$ cat src/rtl/multicycle_control_if.sv
// rtl/multicycle_control_if.sv - controller <-> datapath bus: opcode/memory handshake in, per-cycle strobes out
interface multicycle_control_if;
    logic [3:0]  opcode;
    logic        mem_ready;
    logic [15:0] pc_inc;
    logic        pc_write;
    logic        pc_write_cond;
    logic        pc_source;
    logic        i_or_d;
    logic        mem_read;
    logic        mem_write;
    logic        ir_write;
    logic        mem_to_reg;
    logic        reg_dst;
    logic        reg_write;
    logic        alu_src_a;
    logic [1:0]  alu_src_b;
    logic [2:0]  alu_op;
    logic        instr_done;
    logic        halted;

    modport master (
        input  opcode, mem_ready,
        output pc_inc, pc_write, pc_write_cond, pc_source, i_or_d, mem_read, mem_write,
               ir_write, mem_to_reg, reg_dst, reg_write, alu_src_a, alu_src_b, alu_op,
               instr_done, halted
    );

    modport slave (
        output opcode, mem_ready,
        input  pc_inc, pc_write, pc_write_cond, pc_source, i_or_d, mem_read, mem_write,
               ir_write, mem_to_reg, reg_dst, reg_write, alu_src_a, alu_src_b, alu_op,
               instr_done, halted
    );
endinterface

$ cat src/rtl/multicycle_control.sv
// rtl/multicycle_control.sv - multi-cycle 16-bit MIPS sequencing FSM; MC_CTRL_PERF_EN adds cycle/instruction counters
module multicycle_control #(
    parameter int PC_INC = 2
) (
    input  logic                 clock,
    input  logic                 reset_n,
    multicycle_control_if.master bus
`ifdef MC_CTRL_PERF_EN
    ,
    output logic [15:0]          cycle_count,
    output logic [15:0]          instr_count
`endif
);

    typedef enum logic [3:0] {
        S_FETCH  = 4'd0,
        S_DECODE = 4'd1,
        S_EXEC   = 4'd2,
        S_RWB    = 4'd3,
        S_ADDIEX = 4'd4,
        S_IWB    = 4'd5,
        S_MEMADR = 4'd6,
        S_MEMRD  = 4'd7,
        S_MEMWB  = 4'd8,
        S_MEMWR  = 4'd9,
        S_BRANCH = 4'd10,
        S_HALT   = 4'd11
    } state_t;

    localparam logic [3:0] OP_ADD  = 4'b0000;
    localparam logic [3:0] OP_SUB  = 4'b0001;
    localparam logic [3:0] OP_AND  = 4'b0010;
    localparam logic [3:0] OP_OR   = 4'b0011;
    localparam logic [3:0] OP_ADDI = 4'b0100;
    localparam logic [3:0] OP_LW   = 4'b0101;
    localparam logic [3:0] OP_SW   = 4'b0110;
    localparam logic [3:0] OP_SLT  = 4'b0111;
    localparam logic [3:0] OP_BEQ  = 4'b1000;

    state_t     state;
    state_t     state_next;
    logic [3:0] op_q;

    function automatic logic [2:0] alu_ctl(input logic [3:0] op);
        case (op)
            OP_SUB:  return 3'b110;
            OP_AND:  return 3'b000;
            OP_OR:   return 3'b001;
            OP_SLT:  return 3'b111;
            default: return 3'b010;
        endcase
    endfunction

    assign bus.pc_inc = 16'(PC_INC);

    always_ff @(posedge clock) begin
        if (!reset_n) begin
            state <= S_FETCH;
            op_q  <= 4'b0000;
        end else begin
            state <= state_next;
            if (state == S_DECODE)
                op_q <= bus.opcode;
        end
    end

    // DECODE steers on the live opcode; later states only see the registered copy.
    always_comb begin
        state_next = state;
        case (state)
            S_FETCH:  if (bus.mem_ready) state_next = S_DECODE;
            S_DECODE: begin
                case (bus.opcode)
                    OP_ADD, OP_SUB, OP_AND, OP_OR, OP_SLT: state_next = S_EXEC;
                    OP_LW, OP_SW:                          state_next = S_MEMADR;
                    OP_ADDI:                               state_next = S_ADDIEX;
                    OP_BEQ:                                state_next = S_BRANCH;
                    default:                               state_next = S_HALT;
                endcase
            end
            S_EXEC:   state_next = S_RWB;
            S_RWB:    state_next = S_FETCH;
            S_ADDIEX: state_next = S_IWB;
            S_IWB:    state_next = S_FETCH;
            S_MEMADR: state_next = (op_q == OP_LW) ? S_MEMRD : S_MEMWR;
            S_MEMRD:  if (bus.mem_ready) state_next = S_MEMWB;
            S_MEMWB:  state_next = S_FETCH;
            S_MEMWR:  if (bus.mem_ready) state_next = S_FETCH;
            S_BRANCH: state_next = S_FETCH;
            S_HALT:   state_next = S_HALT;
            default:  state_next = S_FETCH;
        endcase
    end

    // Strobes are suppressed while reset_n is low so an abandoned instruction commits nothing.
    always_comb begin
        bus.pc_write      = 1'b0;
        bus.pc_write_cond = 1'b0;
        bus.pc_source     = 1'b0;
        bus.i_or_d        = 1'b0;
        bus.mem_read      = 1'b0;
        bus.mem_write     = 1'b0;
        bus.ir_write      = 1'b0;
        bus.mem_to_reg    = 1'b0;
        bus.reg_dst       = 1'b0;
        bus.reg_write     = 1'b0;
        bus.alu_src_a     = 1'b0;
        bus.alu_src_b     = 2'b00;
        bus.alu_op        = 3'b010;
        bus.instr_done    = 1'b0;
        bus.halted        = 1'b0;
        if (reset_n) begin
            case (state)
                S_FETCH: begin
                    bus.mem_read  = 1'b1;
                    bus.alu_src_b = 2'b01;
                    if (bus.mem_ready) begin
                        bus.ir_write = 1'b1;
                        bus.pc_write = 1'b1;
                    end
                end
                S_DECODE: bus.alu_src_b = 2'b11;
                S_EXEC: begin
                    bus.alu_src_a = 1'b1;
                    bus.alu_op    = alu_ctl(op_q);
                end
                S_RWB: begin
                    bus.reg_dst    = 1'b1;
                    bus.reg_write  = 1'b1;
                    bus.instr_done = 1'b1;
                end
                S_ADDIEX, S_MEMADR: begin
                    bus.alu_src_a = 1'b1;
                    bus.alu_src_b = 2'b10;
                end
                S_IWB: begin
                    bus.reg_write  = 1'b1;
                    bus.instr_done = 1'b1;
                end
                S_MEMRD: begin
                    bus.i_or_d   = 1'b1;
                    bus.mem_read = 1'b1;
                end
                S_MEMWB: begin
                    bus.mem_to_reg = 1'b1;
                    bus.reg_write  = 1'b1;
                    bus.instr_done = 1'b1;
                end
                S_MEMWR: begin
                    bus.i_or_d     = 1'b1;
                    bus.mem_write  = 1'b1;
                    bus.instr_done = bus.mem_ready;
                end
                S_BRANCH: begin
                    bus.alu_src_a     = 1'b1;
                    bus.alu_op        = 3'b110;
                    bus.pc_write_cond = 1'b1;
                    bus.pc_source     = 1'b1;
                    bus.instr_done    = 1'b1;
                end
                S_HALT:  bus.halted = 1'b1;
                default: ;
            endcase
        end
    end

`ifdef MC_CTRL_PERF_EN
    always_ff @(posedge clock) begin
        if (!reset_n) begin
            cycle_count <= 16'h0000;
            instr_count <= 16'h0000;
        end else begin
            if (state != S_HALT)
                cycle_count <= cycle_count + 16'h0001;
            if (bus.instr_done)
                instr_count <= instr_count + 16'h0001;
        end
    end
`endif

endmodule
$ cat src/flat_wrapper.sv
// flat-port wrapper written by rule: the top's interface ports become plain ports
module multicycle_control_flat 
#(
    parameter int PC_INC = 2
)
  (clock, reset_n, bus_opcode, bus_mem_ready, bus_pc_inc, bus_pc_write, bus_pc_write_cond, bus_pc_source, bus_i_or_d, bus_mem_read, bus_mem_write, bus_ir_write, bus_mem_to_reg, bus_reg_dst, bus_reg_write, bus_alu_src_a, bus_alu_src_b, bus_alu_op, bus_instr_done, bus_halted);
  multicycle_control_if bus_i ();
  input  logic clock;
  input  logic reset_n;
  input wire logic [$bits(bus_i.opcode)-1:0] bus_opcode;
  input wire logic [$bits(bus_i.mem_ready)-1:0] bus_mem_ready;
  output wire logic [$bits(bus_i.pc_inc)-1:0] bus_pc_inc;
  output wire logic [$bits(bus_i.pc_write)-1:0] bus_pc_write;
  output wire logic [$bits(bus_i.pc_write_cond)-1:0] bus_pc_write_cond;
  output wire logic [$bits(bus_i.pc_source)-1:0] bus_pc_source;
  output wire logic [$bits(bus_i.i_or_d)-1:0] bus_i_or_d;
  output wire logic [$bits(bus_i.mem_read)-1:0] bus_mem_read;
  output wire logic [$bits(bus_i.mem_write)-1:0] bus_mem_write;
  output wire logic [$bits(bus_i.ir_write)-1:0] bus_ir_write;
  output wire logic [$bits(bus_i.mem_to_reg)-1:0] bus_mem_to_reg;
  output wire logic [$bits(bus_i.reg_dst)-1:0] bus_reg_dst;
  output wire logic [$bits(bus_i.reg_write)-1:0] bus_reg_write;
  output wire logic [$bits(bus_i.alu_src_a)-1:0] bus_alu_src_a;
  output wire logic [$bits(bus_i.alu_src_b)-1:0] bus_alu_src_b;
  output wire logic [$bits(bus_i.alu_op)-1:0] bus_alu_op;
  output wire logic [$bits(bus_i.instr_done)-1:0] bus_instr_done;
  output wire logic [$bits(bus_i.halted)-1:0] bus_halted;
  assign bus_i.opcode = bus_opcode;
  assign bus_i.mem_ready = bus_mem_ready;
  assign bus_pc_inc = bus_i.pc_inc;
  assign bus_pc_write = bus_i.pc_write;
  assign bus_pc_write_cond = bus_i.pc_write_cond;
  assign bus_pc_source = bus_i.pc_source;
  assign bus_i_or_d = bus_i.i_or_d;
  assign bus_mem_read = bus_i.mem_read;
  assign bus_mem_write = bus_i.mem_write;
  assign bus_ir_write = bus_i.ir_write;
  assign bus_mem_to_reg = bus_i.mem_to_reg;
  assign bus_reg_dst = bus_i.reg_dst;
  assign bus_reg_write = bus_i.reg_write;
  assign bus_alu_src_a = bus_i.alu_src_a;
  assign bus_alu_src_b = bus_i.alu_src_b;
  assign bus_alu_op = bus_i.alu_op;
  assign bus_instr_done = bus_i.instr_done;
  assign bus_halted = bus_i.halted;
  multicycle_control #(.PC_INC(PC_INC)) u_core (.clock(clock), .reset_n(reset_n), .bus(bus_i));
endmodule
$ cat config.mk
export PLATFORM = sky130hd
export DESIGN_NAME = multicycle_control_flat
export DESIGN_NICKNAME = d
export VERILOG_FILES = /design/src/rtl/multicycle_control_if.sv /design/src/rtl/multicycle_control.sv /design/src/flat_wrapper.sv
export SDC_FILE = /design/constraint.sdc
export NUM_CORES = 1
export LEC_CHECK = 0
export ABC_AREA = 1
export ABC_CLOCK_PERIOD_IN_PS = 1300
export CAP_MARGIN = 20
export CORE_MARGIN = 1
export CORE_UTILIZATION = 39
export CTS_CLUSTER_SIZE = 8
export DETAILED_ROUTE_END_ITERATION = 6
export GPL_TIMING_DRIVEN = 0
export PLACE_DENSITY = 0.79
export SETUP_SLACK_MARGIN = 0.05
export SLEW_MARGIN = 20
export SYNTH_ARGS = -nofsm -noshare
export SYNTH_HDL_FRONTEND = slang
export SYNTH_SLANG_ARGS = --single-unit
$ cat constraint.sdc
create_clock -name clock -period 1.3 [get_ports clock]
set_input_delay 0.26 -clock clock [delete_from_list [all_inputs] [get_ports clock]]
set_output_delay 0.26 -clock clock [all_outputs]
set_load 0.005 [all_outputs]
* After elaboration in Yosys (flattened, before gate mapping) *
Memories as Yosys holds them, arrays and structs flattened.
Cells that the tools add are included.

operators by class
  add/subtract/negate cells = 0
  multiply operators = 0
  div/mod/pow operators = 0
  $lt $le $gt $ge = 0
  equal/unequal tests = 19
  shift-type cells = 0
  muxes and demuxes = 33
  bitwise operators = 0
  reduce and logical (&&, ||, !) cells = 8

operators by type and width
  operator              number
  $pmux W4 S8           1
  $eq A4 B3 Y1 const B  6
  $mux W1               22
  $eq A4 B2 Y1 const B  4
  $eq A4 B4 Y1 const B  4
  $mux W4               4
  $pmux W3 S4           1
  $eq A4 B1 Y1 const B  2
  $reduce_or A4 Y1      2
  $ne A2 B2 Y1 const B  3
  $pmux W2 S3           1
  $pmux W3 S2           1
  $reduce_or A2 Y1      3
  $logic_not A4 Y1      1
  $mux W3               1
  $reduce_and A3 Y1     1
  $reduce_or A3 Y1      1
  $mux W2               1
  $pmux W1 S2           1

storage, ports and cells
  register bits = 8
  bits in latches = 0
  bits in writable memories = 0
  memory bits (read-only) = 64
  input port bits = 7
  word-level logic and storage cells = 63
  memories = 1

memories
  name             words  bits a word  read ports  clocked after memory_dff  wr ports  RTL line                  source
  (no name shown)  16     4            1           0                         0         multicycle_control.sv:73  case (bus.opcode)

* Depth between registers and ports, before layout *
Gate-level depths: netlist (run 1).

  depth in word-level cells = 4
  depth in mapped cells = 8
  depth with buffers taken out = 8

* Least setup slack after synthesis (run 1) *
No wires, ideal clock.

  kind = flip-flop to output port
  start = reg u_core.state[0]
  end = out bus_pc_write
  arrival time = 0.987 ns
  required time = 1.040 ns
  path slack = 0.053 ns
  stages on the path, launching flop included = 5
  path through = dfxtp_1 > nor2_1 > nand2_1 > nor3_1 > buf_4

on the way
  longest elaborated chain between the ends = 3

ends and longest elaborated chain
  element                 RTL line                  source
  start, declared         multicycle_control.sv:40  state_t state;
  start signal, assigned  multicycle_control.sv:61  state <= state_next;
  $logic_not A4 Y1        --
  $mux W1 (2 in a row)    --
  end, declared           flat_wrapper.sv:13        output wire logic [$bits(bus_i.pc_write)-1:0] bus_pc_write;

No other way between the ends.

* Worst setup path after layout (run 1) *
  start = reg u_core.state[0]
  end = out bus_instr_done

on the way
  longest elaborated chain between the ends = 4

ends and longest elaborated chain
  element                               RTL line                   source
  $eq A4 B2 Y1 (tied with other cells)  multicycle_control.sv:113  case (state)
  $reduce_or A4 Y1 (no source line)     --
  $pmux W1 S2 *                         multicycle_control.sv:113
  $mux W1 *                             multicycle_control.sv:112  if (reset_n) begin
  end, declared                         flat_wrapper.sv:26         output wire logic [$bits(bus_i.instr_done)-1:0] bus_instr_done;

Every way passes the cells marked *; elsewhere a longest branch is shown, timed or not.

==> reports/qor.csv, run 1 <==
metric,value,unit
num_vias,1313,
switching_share,46.2,%
netlist_area,783,µm²
critPathKind,flop to primary output,
seq_area_frac_synth,20.4,%
pin_count,41,
syn_avg_cell_area,5.63,µm²
synth_fa_ha_area_share,0,%
most-common-layout-cells,"35 x buf_4, 17 x nor2_1, 17 x buf_2, 16 x conb_1",
leakagePower,0.819,nW
rsz0062_at_grt,true,
clock-root-buffer,clkbuf_4,
synth_top_family_by_area,simple AND/OR/NAND/NOR gates,
placed_area,1110,µm²
grt_pass1_wl,4.20,mm
finalInstanceArea,1610,µm²
die-height,46.8,µm
hpwl,1.55,mm
first_pass_iters,5,
ctsLongestPathBuffers,2,
post-route-period-util,133,%
critPathMaxFanout,6,
place_inst,202,
clkLatencyLatePin,0.27,ns
wire_per_inst,18.5,µm
timing.final.ws_setup,-0.427,ns
irDropWorstVdd,0.814,mV
core_area,1800,µm²
n_fill_cell,86,
track_usage,27.9,%
max_cap_violations,0,
multi_input_area,727,µm²
power.total,1.76,mW
antenna_found_initial,0,
grt_pass1_vias,965,
drt-initial-drc-count,85,
synth_cell_types,17,
hp-class,input pin to flop,
dieArea,2190,µm²
drive_gt1_share,63.9,%
hold_slack,0.312,ns
drt-total-wl,4.31,mm
hold_viol_final,0,
startpoint_type,flop,
worst_setup_path_end_kind,primary output,
violations,setup timing,
clkTransAtPathRegs,0.07,ns
skew,0.0145,ns
p_comb_share,64.7,%
internal-power,946,µW
cts_buffers,3,
place_congestion,0.883,
final_common_cell,buf_4,
diodes,0,
layoutNonFillerInstCount,233,
initial_utilization,43.5,%
fmax,579,MHz
cp.required,1.04,ns
status,"complete, but fails checks",
fin_nets,217,
drc,0,
p_per_area,1090,nW/µm²
clock_power_share,12.0,%
port-buffer-count,24,
cts.sinks,8,
synth-simple-area-share,41.2,%
grt-ovfl-total,0,
seq_area,179,µm²
p_sw,813,µW
grt_max_degree,11,
syn_inst,139,
via_per_inst,5.64,
synth_compound_area_share,11.3,%
cp.arrival,1.47,ns
synthXorXnorAreaFrac,0,%
ys_warn_count,0,
slew_violations,0,
synth_mux_area_share,0,%
pwr-share-seq,23.3,%
antenna_left,0,
htree_levels,1,
die_w,46.8,µm
period_needed,1.73,ns
cts_tree,yes,
synth-seq-cells,8,
dp_slack,-1.11,ns
area_growth,105,%
rows,15,
final-setup-viol-count,22,
cells by family (layout without fill, tap and decap cells):
| kind of cell | count (synthesis) | in the layout |
|---|---|---|
| AOI/OAI and AO/OA | 17 | 17 |
| buffers and inverters | 36 | 91 |
| DFF | 8 | 8 |
| other | 2 | 16 |
| and+or+nand+nor | 76 | 76 |
metal layers:
metal / wire (µm) / vias up / GRT usage, %
met3: 480 / 47 / 5.00
met5: 0 / - / 0
met2: 1990 / 135 / 50.0
met4: 360 / 0 / 20.0
li1: - / 547 / -
met1: 1490 / 584 / 29.0
synthesized netlist by cell type (all sizes together):
| master | number | area share (%) |
|---|---|---|
| nand3 | 11 | 7.7 |
| nor2 | 28 | 14 |
| a21oi | 11 | 7.0 |
| a31oi | 1 | 0.80 |
| nor3 | 5 | 3.2 |
| dfxtp | 8 | 20 |
| conb | 2 | 0.96 |
| o31ai | 1 | 0.96 |
| clkinv | 1 | 0.48 |
| buf | 19 | 18 |
| nand2 | 32 | 16 |
| inv | 16 | 7.7 |
| o21ai | 4 | 2.6 |
power by group through the flow:
stage               sequential [mW]  combinational, mW  clock (mW)
floorplan                     0.331              0.344           0
global placement              0.341              0.490           0
detailed placement            0.346              0.502           0
CTS                           0.379              0.772       0.198
global route                  0.419               1.19       0.225
finish                        0.410               1.14       0.210
worst max-delay path: stages (launching register included):
cell and delay (ns):
dfxtp_4 0.43, inv_6 0.06, nor2_4 0.15, nand2_4 0.09
inv_2 0.07, nand2_2 0.05, a31oi_1 0.20, buf_2 0.15
path summary, 6_finish.rpt:
path,cells after the start,slack [ns],to,from
setup / recovery,7,-0.43,bus_instr_done,u_core.state[0]
setup reg to reg,9,-0.21,u_core.state[1],u_core.state[3]
hold reg to reg,2,0.52,u_core.op_q[1],u_core.op_q[1]
hold / removal,3,0.31,u_core.op_q[1],reset_n
sequential cells by signal (all words and copies together) (netlist names):
register,count
u_core.state,4
u_core.op_q,4
cell type report:
type / count / area share, %
clock buffer: 3 / 1.40
timing repair buffer: 52 / 25.7
multi-input combinational: 109 / 45.2
tap: 25 / 1.94
sequential: 8 / 11.1
inverter: 17 / 5.91
buffer: 19 / 8.71
per-stage QoR:
step,setup TNS (ns),utilization [%]
CTS,-2.65,78.0
detailed placement,-16.61,61.5
global placement,-16.31,61.5
global route,-5.72,89.3
finish,-4.60,89.3
floorplan,0,-
timing repair:
action	CTS	global route
setup buffers	22	8
pin swaps	24	16
endpoints found under the hold margin	0	0
endpoints found under the setup margin	20	22
gates resized for setup	147	44
hold buffers	0	0
Note: power is estimated with default switching activity, not from simulation.
==> run 2, diff against run 1 <==
--- a/config.mk
+++ b/config.mk
@@ -7,11 +7,11 @@
 export LEC_CHECK = 0
 export ABC_AREA = 1
 export ABC_CLOCK_PERIOD_IN_PS = 1300
-export CAP_MARGIN = 20
 export CORE_MARGIN = 1
 export CORE_UTILIZATION = 39
 export CTS_CLUSTER_SIZE = 8
 export DETAILED_ROUTE_END_ITERATION = 6
+export GPL_ROUTABILITY_DRIVEN = 0
 export GPL_TIMING_DRIVEN = 0
 export PLACE_DENSITY = 0.79
 export SETUP_SLACK_MARGIN = 0.05
==> results of run 2 <==
The final DEF is identical to that of run 1; final timing and power are the same.
==> patch: new RTL, flow settings as in run 2 <==
The 12 states of `state_t` get a one-hot encoding in 12 bits.
--- a/src/rtl/multicycle_control.sv
+++ b/src/rtl/multicycle_control.sv
@@ -13,17 +13,17 @@
 );
 
-    typedef enum logic [3:0] {
-        S_FETCH  = 4'd0,
-        S_DECODE = 4'd1,
-        S_EXEC   = 4'd2,
-        S_RWB    = 4'd3,
-        S_ADDIEX = 4'd4,
-        S_IWB    = 4'd5,
-        S_MEMADR = 4'd6,
-        S_MEMRD  = 4'd7,
-        S_MEMWB  = 4'd8,
-        S_MEMWR  = 4'd9,
-        S_BRANCH = 4'd10,
-        S_HALT   = 4'd11
+    typedef enum logic [11:0] {
+        S_FETCH  = 12'b000000000001,
+        S_DECODE = 12'b000000000010,
+        S_EXEC   = 12'b000000000100,
+        S_RWB    = 12'b000000001000,
+        S_ADDIEX = 12'b000000010000,
+        S_IWB    = 12'b000000100000,
+        S_MEMADR = 12'b000001000000,
+        S_MEMRD  = 12'b000010000000,
+        S_MEMWB  = 12'b000100000000,
+        S_MEMWR  = 12'b001000000000,
+        S_BRANCH = 12'b010000000000,
+        S_HALT   = 12'b100000000000
     } state_t;
 
Check against the original RTL: same outputs for any inputs over 10 cycles, from zero or initial values and one cycle with reset_n low; not proved beyond that.
==> patch against run 2 <==
The run ends with design-rule violations, negative setup slack left. Final cell count grew 21%. Final area up 27%. Maximum frequency fell by 15%. Worst setup slack worse by 310 ps. Die area rose by 51%. Sequential cell count is 8 higher. Synthesized cell count rose by 29%. Routed wire length is 8.7% lower. Count of clock-buffer cells in the layout up 1. Worst hold slack better by 1.1 ps. Core utilization down 18 points. Total power fell by 23%. Synthesized area increased by 54%. Sequential share of layout area increased by 5.3 points. Highest routed layer unchanged.
==> patch: results (changes against run 2) <==
- Post-synthesis cell type count: 30 (+13)
- Met1 capacity usage during global routing: 0.271 (-0.0186)
- Pleak: 0.00103 uW (+25%)
- Vias in the first global route: 1173 (+22%)
- # clock sinks: 16 (+8)
- Number of setup buffers added after CTS: 24 (+9.1%)
- Sequential fraction of the synthesis area: 0.266 (+0.0611)
- Via count: 1375 (+4.7%)
- Routed wirelength normalized by instance count: 14.0 um (-25%)
- Layout clock buffer count: 4 (+1)
- Ranking of synthesized cells by area: sky130_fd_sc_hd__dfxtp_1 27%, sky130_fd_sc_hd__buf_4 11%, sky130_fd_sc_hd__inv_1 8.7%
- Count of nets after finishing: 261 (+20%)
- Area post-placement: 1550 sq um (+40%)
- Invs w/o clock: 30 (+13)
- First-pass GRT wire length: 5480 um (+30%)
- Beginning of the worst register-to-register path: u_core.state[8]$_SDFFE_PN0P_
- Result of the run: finished with violations
- Metal2 WL: 2100 um (+6.0%)
- Number of multi-input combinational cells in the layout: 126 (+16%)
- Failing checks: design-rule violations, negative setup slack
- Fraction of area in non-clock buffers: 0.284 (-0.0601)
- Mean cell area of the mapped netlist: 6.74 sq um (+20%)
- Area occupied by registers: 337 sq um (+88%)
- Clock slew seen by the registers of the worst setup and hold paths: 100 ps (+30 ps)
- Fin Hold WS: 313 ps (+1.06 ps)
- Slack of the critical path: -738 ps (-311 ps)
- Minimum setup slack among reg-to-reg paths: -300 ps (-90 ps)
- Total Routing Usage GR: 0.221 (-0.0573)
- Worst flop-to-flop path endpoint: u_core.state[0]$_SDFFE_PN1P_
- Global routing usage on met2: 0.367 (-0.133)
- Multi-input combinational area share: 0.457 (+0.00509)
- Post-detailed-route DRC marker count: 4 (+4)
- Clock network area share: 0.0177 (+0.00374)
- Clk_lat worst skew: 310 ps (+40 ps)
- FILL cells: 221 (+160%)
- Power density normalized to cell area: 663 nW/um^2 (-39%)
- Detail Placement HPWL: 2100 um (+36%)
- Clock Skew: 2.33 ps (-12.2 ps)
- R2r worst-path depth: 10 (+1)
- Number of placed instances, taps included: 247 (+22%)
- Port buffer count: 23 (-4.2%)
- Number of buffers outside the clock class in the layout: 75 (+5.6%)
- Final setup vio count: 32 (+45%)
- Worst Path Max Fanout: 4 (-2)
- Layout Utilization: 0.717 (-0.176)
- Fraction of final layout cells sized beyond drive strength 1: 0.538 (-0.102)
- Iter 0 DRT Violations: 39 (-54%)
- Hold path cells: 2 (-1)
- Routed length on met3: 244 um (-49%)
- Arrival time of the worst setup path: 1780 ps (+310 ps)
- Sum of routed wire length over all layers: 3940 um (-8.7%)
patch: critical path, stage by stage (launching register included):
cell and delay (ps):
sky130_fd_sc_hd__dfxtp_4 380, sky130_fd_sc_hd__nor2_4 150, sky130_fd_sc_hd__nand2_4 90, sky130_fd_sc_hd__nor2_8 150
sky130_fd_sc_hd__nand4_1 210, sky130_fd_sc_hd__nand3_4 140, sky130_fd_sc_hd__buf_6 110, sky130_fd_sc_hd__nor2_4 30
sky130_fd_sc_hd__nor2_2 80, sky130_fd_sc_hd__buf_2 120
patch: cell families (layout without fill, tap and decap cells):
logic type,count (synthesis),in the layout,share of synthesized area
adders and majority gates,2,2,0.0207
other,2,16,0.00623
AOI/OAI and AO/OA,19,19,0.0882
buffers and inverters,51,109,0.217
and+or+nand+nor,89,89,0.402
DFF,16,16,0.266
patch: stage by stage:
| step | setup slack (ps) | TNS (ps) |
|---|---|---|
| floorplan | -94.6 | -300 |
| global placement | -726 | -10210 |
| detailed placement | -740 | -10410 |
| CTS | -723 | -10920 |
| global route | -848 | -15450 |
| finish | -738 | -12920 |
patch: worst max-delay path by stage:
stage                                  from                end  slack, ps  cells past startpoint
2_1_floorplan  u_core.state[1]$_SDFFE_PN0P_  bus_pc_write_cond        -90                      6
6_report       u_core.state[8]$_SDFFE_PN0P_     bus_instr_done       -740                      9
3_3_place_gp   u_core.state[1]$_SDFFE_PN0P_     bus_instr_done       -730                      8
5_1_grt        u_core.state[1]$_SDFFE_PN0P_     bus_instr_done       -850                     10
4_1_cts        u_core.state[4]$_SDFFE_PN0P_         bus_halted       -720                      6
3_5_place_dp   u_core.state[1]$_SDFFE_PN0P_     bus_instr_done       -740                      8
patch: power by group:
group	leakage (uW)	internal (uW)	switching, uW	total (uW)
Clock	0.0000210	172	186	358
Combinational	0.000871	221	251	472
Sequential	0.000134	504	22.5	527
